$ cat config.mk
export PLATFORM = sky130hd
export DESIGN_NAME = led_scan_ctrl
export DESIGN_NICKNAME = d
export VERILOG_FILES = /design/src/rtl/led_pkg.sv /design/src/rtl/led_triad_timer.sv /design/src/rtl/led_scan_ctrl.sv
export SDC_FILE = /design/constraint.sdc
export NUM_CORES = 1
export LEC_CHECK = 0
export BUFFER_PORTS_ARGS = -buffer_cell sky130_fd_sc_hd__buf_2
export CELL_PAD_IN_SITES_DETAIL_PLACEMENT = 1
export CELL_PAD_IN_SITES_GLOBAL_PLACEMENT = 2
export CORE_AREA = 2 2 67 101
export DETAILED_ROUTE_END_ITERATION = 12
export DIE_AREA = 0 0 69 103
export GPL_ROUTABILITY_DRIVEN = 0
export GPL_TIMING_DRIVEN = 0
export MAX_ROUTING_LAYER = met4
export PLACE_DENSITY_LB_ADDON = 0.1
export SLEW_MARGIN = 15
export SYNTH_ARGS = -nofsm -noshare
export SYNTH_HDL_FRONTEND = slang
export SYNTH_HIERARCHICAL = 1
export SYNTH_SLANG_ARGS = --single-unit
$ cat constraint.sdc
create_clock -name in_clk -period 2.5 [get_ports in_clk]
set_input_delay 0.5 -clock in_clk [delete_from_list [all_inputs] [get_ports in_clk]]
set_output_delay 0.5 -clock in_clk [all_outputs]
set_load 0.05 [all_outputs]
$ cat src/rtl/led_pkg.sv
// led_pkg -- shared constants for the LED panel scan controller.
//   Scan-state encodings (legacy-compatible localparams), default
//   geometry/timing parameters and a row-address width helper.
package led_pkg;

   // Default geometry and timing
   localparam int COLS_DEF      = 64;
   localparam int ROWS_DEF      = 16;
   localparam int PWM_MAX_DEF   = 254;
   localparam int PIPE_SKIP_DEF = 2;

   // Scan FSM state encodings
   localparam logic [2:0] ST_RRST    = 3'd0;
   localparam logic [2:0] ST_SHIFT   = 3'd1;
   localparam logic [2:0] ST_BLANK   = 3'd2;
   localparam logic [2:0] ST_LATCH   = 3'd3;
   localparam logic [2:0] ST_UNBLANK = 3'd4;

   // Row address width; a single-row panel still gets a 1-bit address.
   function automatic int addr_width(input int rows);
      return (rows > 1) ? $clog2(rows) : 1;
   endfunction

endpackage

$ cat src/rtl/led_triad_timer.sv
// led_triad_timer -- per-state triad counter with pipeline-skip and pixel index.
//   Ports:
//     clk, rst       clock, synchronous active-high reset
//     strobe         triad-start strobe (receiver phase 0)
//     restart        the incoming triad is the first of a new state
//     shift_next     the incoming triad belongs to SHIFT
//     pixel          this strobe carries a pixel to shift out
//     read_slot      incoming triad is within the first COLS triads of its state
//     line_done      the last pixel of the line has been accepted
module led_triad_timer
   import led_pkg::*;
#(
   parameter int COLS      = COLS_DEF,
   parameter int PIPE_SKIP = PIPE_SKIP_DEF,
   localparam int TW       = $clog2(COLS + PIPE_SKIP + 1),
   localparam int CW       = (COLS > 1) ? $clog2(COLS) : 1
) (
   input  logic clk,
   input  logic rst,
   input  logic strobe,
   input  logic restart,
   input  logic shift_next,
   output logic pixel,
   output logic read_slot,
   output logic line_done
);

   logic [TW-1:0] triad;
   logic [TW-1:0] next_triad;
   logic [CW-1:0] col;

   // Index of the triad the current strobe opens, and whether it carries a pixel.
   always_comb begin
      next_triad = '0;
      pixel      = 1'b0;
      read_slot  = 1'b0;
      if (restart) begin
         next_triad = '0;
      end else begin
         next_triad = triad + TW'(1);
      end
      // The first PIPE_SKIP strobes of a line only flush the upstream pipeline.
      if (strobe && shift_next && (next_triad >= TW'(PIPE_SKIP))) begin
         pixel = 1'b1;
      end else begin
         pixel = 1'b0;
      end
      if (next_triad < TW'(COLS)) begin
         read_slot = 1'b1;
      end else begin
         read_slot = 1'b0;
      end
   end

   // Triad index, column index and end-of-line flag.
   always_ff @(posedge clk) begin
      if (rst) begin
         triad     <= '0;
         col       <= '0;
         line_done <= 1'b0;
      end else begin
         if (strobe) begin
            triad <= next_triad;
         end
         if (pixel) begin
            col <= (col == CW'(COLS - 1)) ? '0 : col + CW'(1);
         end
         // Flag stays set until the strobe that leaves SHIFT.
         if (pixel && (col == CW'(COLS - 1))) begin
            line_done <= 1'b1;
         end else if (strobe && restart) begin
            line_done <= 1'b0;
         end
      end
   end

endmodule

$ cat src/rtl/led_scan_ctrl.sv
// led_scan_ctrl -- HUB75-style LED panel scan controller fed by an AL422 FIFO.
//   Steps RRST -> SHIFT -> BLANK -> LATCH -> UNBLANK once per row, advancing
//   only on triad boundaries (the 3 cycles opened by pwm_cntr_strobe).
//   Ports:
//     in_clk, in_rst     clock, synchronous active-high reset
//     pwm_cntr_strobe    receiver phase-0 strobe (rgb1_in valid)
//     alrst_strobe       receiver phase-1 strobe (AL422 read-reset slot)
//     rgb1_in[2:0]       pixel bits from the receiver
//     pwm_value[7:0]     PWM threshold back to the receiver, +1 per frame
//     panel_rgb/clk/lat/oe_n/addr   panel drive (oe_n active-low)
//     al_re_n, al_rrst_n AL422 read enable / read reset, active-low
//     frame_done         one-cycle pulse at the end of each frame pass
module led_scan_ctrl
   import led_pkg::*;
#(
   parameter int COLS      = COLS_DEF,
   parameter int ROWS      = ROWS_DEF,
   parameter int PWM_MAX   = PWM_MAX_DEF,
   parameter int PIPE_SKIP = PIPE_SKIP_DEF,
   localparam int AW       = addr_width(ROWS)
) (
   input  logic          in_clk,
   input  logic          in_rst,
   input  logic          pwm_cntr_strobe,
   input  logic          alrst_strobe,
   input  logic [2:0]    rgb1_in,
   output logic [7:0]    pwm_value,
   output logic [2:0]    panel_rgb,
   output logic          panel_clk,
   output logic          panel_lat,
   output logic          panel_oe_n,
   output logic [AW-1:0] panel_addr,
   output logic          al_re_n,
   output logic          al_rrst_n,
   output logic          frame_done
);

   logic [2:0]    state;
   logic [2:0]    next_state;
   logic [AW-1:0] row;
   logic          row_last;
   logic          restart;
   logic          pixel;
   logic          read_slot;
   logic          line_done;
   logic          clk_pending;

   assign row_last = (row == AW'(ROWS - 1));
   // A strobe that ends a state is the first strobe of the next one.
   assign restart  = (next_state != state);

   led_triad_timer #(
      .COLS      (COLS),
      .PIPE_SKIP (PIPE_SKIP)
   ) u_timer (
      .clk        (in_clk),
      .rst        (in_rst),
      .strobe     (pwm_cntr_strobe),
      .restart    (restart),
      .shift_next (next_state == ST_SHIFT),
      .pixel      (pixel),
      .read_slot  (read_slot),
      .line_done  (line_done)
   );

   // State the next triad belongs to; only taken when a strobe arrives.
   always_comb begin
      next_state = state;
      case (state)
         ST_RRST:    next_state = ST_SHIFT;
         ST_SHIFT: begin
            if (line_done) begin
               next_state = ST_BLANK;
            end else begin
               next_state = ST_SHIFT;
            end
         end
         ST_BLANK:   next_state = ST_LATCH;
         ST_LATCH:   next_state = ST_UNBLANK;
         ST_UNBLANK: begin
            if (row_last) begin
               next_state = ST_RRST;
            end else begin
               next_state = ST_SHIFT;
            end
         end
         default:    next_state = ST_RRST;
      endcase
   end

   // Scan state, row/frame bookkeeping and all registered panel/FIFO outputs.
   always_ff @(posedge in_clk) begin
      if (in_rst) begin
         state       <= ST_RRST;
         row         <= '0;
         pwm_value   <= 8'd0;
         panel_addr  <= '0;
         panel_rgb   <= 3'd0;
         panel_clk   <= 1'b0;
         panel_lat   <= 1'b0;
         panel_oe_n  <= 1'b1;
         al_re_n     <= 1'b1;
         al_rrst_n   <= 1'b1;
         frame_done  <= 1'b0;
         clk_pending <= 1'b0;
      end else begin
         // Pixel lands on panel_rgb one cycle after its strobe, clock edge one after that.
         clk_pending <= pixel;
         panel_clk   <= clk_pending;
         panel_lat   <= 1'b0;
         frame_done  <= 1'b0;
         al_rrst_n   <= ~((state == ST_RRST) && alrst_strobe);
         if (pixel) begin
            panel_rgb <= rgb1_in;
         end
         if (pwm_cntr_strobe) begin
            state      <= next_state;
            al_re_n    <= ~((next_state == ST_SHIFT) && read_slot);
            // Outputs stay enabled while shifting so the previous row keeps showing.
            panel_oe_n <= (next_state == ST_BLANK) || (next_state == ST_LATCH);
            if ((state == ST_BLANK) && (next_state == ST_LATCH)) begin
               panel_lat  <= 1'b1;
               panel_addr <= row;
            end
            if (state == ST_UNBLANK) begin
               if (row_last) begin
                  row        <= '0;
                  frame_done <= 1'b1;
                  pwm_value  <= (pwm_value == 8'(PWM_MAX)) ? 8'd0 : pwm_value + 8'd1;
               end else begin
                  row <= row + AW'(1);
               end
            end
         end
      end
   end

endmodule

==> impl_metrics.env <==
export IMPL_outcome="finished clean"
export IMPL_crit_buf_inv=0
export IMPL_holdBufCountCts=0
export IMPL_ios=28
export IMPL_wl_met2_um=2700
export IMPL_dpl_worst_slack_ns=0.287
export IMPL_syn_inst=237
export IMPL_io_buffers=27
export IMPL_fmaxAchievable_ghz=0.452
export IMPL_met3_length_um=99
export IMPL_slew_headroom_pct=64.7
export IMPL_htreeDepth=2
export IMPL_endpoint_kind="flop"
export IMPL_drv_cap=0
export IMPL_hold_ws_ns=0.380
export IMPL_swShare_pct=24.2
export IMPL_layout_drive_gt1_share_pct=19.1
export IMPL_finalSetupTns_ns=0
export IMPL_p_int_mw=1.02
export IMPL_row_count=36
export IMPL_overflow=0
export IMPL_synth_cell_area_um2=2070
export IMPL_ys_ff_latch=43
export IMPL_hold_path_class="in -> reg"
export IMPL_clock_sinks=43
export IMPL_final_max_slew_viol_count=0
export IMPL_placed_area_um2=2300
export IMPL_grt_max_degree=15
export IMPL_hpwl_um=3680
export IMPL_drc_errors=0
export IMPL_yosys_area_top_type="dfxtp_1"
export IMPL_timing_final_crit_share_pct=88.5
export IMPL_viasPerCell=5.21
export IMPL_synth_distinct_cells=51
export IMPL_finalSetupViolCount=0
export IMPL_antenna_cells=0
export IMPL_grt_pass1_wl_um=8690
export IMPL_wirelength_um=5010
export IMPL_yosysWarnings=6
export IMPL_dp_cells=340
export IMPL_cts_setup_buffers=0
export IMPL_wl_per_cell_um=14.4
export IMPL_p_leak_nw=0.901
export IMPL_initial_core_util_pct=32.8
export IMPL_ys_async_sr_fraction_pct=0
export IMPL_peakVddDrop_mv=0.238
export IMPL_worstPathArrival_ns=2.39
export IMPL_synth_fp_nets=249
export IMPL_stdcell_count=348
export IMPL_worst_setup_path_start_kind="flop"
export IMPL_layout_commonest_cell="dfxtp_1"
export IMPL_cts_buffer_depth=2
export IMPL_grt_use_total_pct=15.5
export IMPL_hold_viol_final=0
export IMPL_antenna_found_initial=0
export IMPL_cts_tree="yes"
export IMPL_cts_buffers_inserted=5
export IMPL_vias=1814
export IMPL_core_area_um2=6310
export IMPL_critical_path_slowest_cell="nor4_4"
export IMPL_nNetsFinal=283
export IMPL_synth_top_area_share_pct=41.6
export IMPL_fin_worst_skew_ns=0.00780
export IMPL_die_w_um=69
export IMPL_dr_pass1_iters=4
export IMPL_dieHeight_um=103
export IMPL_postRouteAntennaNets=0
export IMPL_critical_path_class="reg -> reg"
export IMPL_path_cells="ha_1 > nand3_2 > o21a_1 > nor4_4 > nor2_2 > mux2i_1 > nor2_1"
export IMPL_crit_family="simple AND/OR/NAND/NOR gates"
export IMPL_syn2layout_area_growth_pct=16.6
export IMPL_wirelength_met1_um=2130
export IMPL_grt_pass1_vias=1854
export IMPL_final_cell_area_um2=2410
export IMPL_clkTransAtPathRegs_ns=0.09
export IMPL_cts_root_buf="clkbuf_8"
export IMPL_p_seq_share_pct=51.8
export IMPL_critPathMaxStageDelay_ns=0.52
export IMPL_drtIter0Drc=40
export IMPL_combinationalPowerShare_pct=6.7
export IMPL_p_switching_mw=0.325
export IMPL_layout_common_cells="43 x dfxtp_1, 31 x nor2_1, 29 x buf_2, 20 x nand2_1, 14 x a21oi_1"
export IMPL_avgSynthCellArea_um2=8.74
export IMPL_cts_resized=0
export IMPL_clkLatencyLatePin_ns=0.30
export IMPL_powerDensity_nw_per_um2=556
export IMPL_synthFlopType="dfxtp_1"
export IMPL_ys_seq_area_share_pct=41.6
export IMPL_rsz0062_at_grt="no"
export IMPL_num_fill_cells=783
export IMPL_top_layer_used="met4"
export IMPL_min_period_ns=2.21
export IMPL_cp_max_fo=9
export IMPL_synth_edf_count=0
export IMPL_setup_slack_ns=0.287
export IMPL_die_area_um2=7110
export IMPL_tightest_slew_ns=0.526
export IMPL_synth_area_leaders="dfxtp_1 42%, nor2_1 5.6%, mux2i_1 4.4%, nand2_1 3.6%, a21oi_1 3.4%"
export IMPL_p_clk_share_pct=41.6
export IMPL_critPathRequiredTime_ns=2.68
[sequential cells by signal, summed over array words and instances, names as in the netlist, 3 cells and up]
name	cells
u_timer/triad	7
pwm_value	8
panel_addr	4
row	4
u_timer/col	6
state	3
panel_rgb	3
[synthesized netlist by cell type (2+ instances only)]
library cell  count
ha_1              5
nor4_1            5
xnor2_1           7
a31oi_1           2
xor2_1            2
or3_1             3
clkbuf_1          6
nand3_1          13
dfxtp_1          43
and3_1            4
buf_6             2
o21ai_0           5
o21ai_1           6
a22oi_1           2
nand2_1          20
nor2_1           31
mux2i_1           9
buf_2             2
nand3b_1          4
nor3_1            8
nand2b_1          4
a21oi_1          14
or2_1             2
buf_4             2
nor4_4            2
inv_1             6
nor2b_1           4
[worst register-to-register path, cell delays in order, from the launching register on]
cell and delay, ns:
dfxtp_1 0.40, ha_1 0.32, nand3_2 0.16, o21a_1 0.25
nor4_4 0.52, nor2_2 0.21, mux2i_1 0.19, nor2_1 0.05
[metal layers]
metal,GRT usage [%],up-vias
met4,5.43,0
li1,-,901
met2,28.6,19
met3,2.35,7
met5,-,-
met1,17.1,887
[final timing paths]
kind                     from            to  slack [ns]  cells after the start
max          u_timer/triad[0]  panel_rgb[2]        0.29                      7
min              alrst_strobe     al_rrst_n        0.38                      2
max reg2reg  u_timer/triad[0]  panel_rgb[2]        0.29                      7
min reg2reg       clk_pending     panel_clk        0.44                      1
[cells by family after synthesis]
| group | synth area share [%] |
|---|---|
| and+or+nand+nor | 30.0 |
| adders and majority gates | 3.02 |
| AOI/OAI and AO/OA | 12.8 |
| DFF | 41.6 |
| muxes | 4.35 |
| buffers and inverters | 4.47 |
| xor gates and xnor gates | 3.81 |
[final cells by class]
| class | count | area, um^2 | area share [%] |
|---|---|---|---|
| multi-input combinational | 176 | 1120 | 46.3 |
| sequential | 43 | 861 | 35.7 |
| timing repair buffer | 27 | 135 | 5.60 |
| tap | 76 | 95.1 | 3.94 |
| buffer | 12 | 70.1 | 2.90 |
| clock buffer | 5 | 68.8 | 2.85 |
| clock inverter | 3 | 43.8 | 1.81 |
| inverter | 6 | 22.5 | 0.933 |
[through the flow]
step                      utilization [%]  power (mW)
after CTS                            38.3        1.37
after detailed placement             36.5       0.803
after floorplan                         -       0.773
after global routing                 38.3        1.40
final                                38.3        1.34
after global placement               36.5       0.802
[power groups by stage]
stage / sequential, mW / clock, mW / combinational (mW)
final: 0.695 / 0.558 / 0.0893
after global routing: 0.696 / 0.604 / 0.0993
after CTS: 0.695 / 0.582 / 0.0920
after detailed placement: 0.711 / 0 / 0.0919
after global placement: 0.711 / 0 / 0.0910
after floorplan: 0.723 / 0 / 0.0495
No activity file was read; power rests on OpenSTA's default activity.
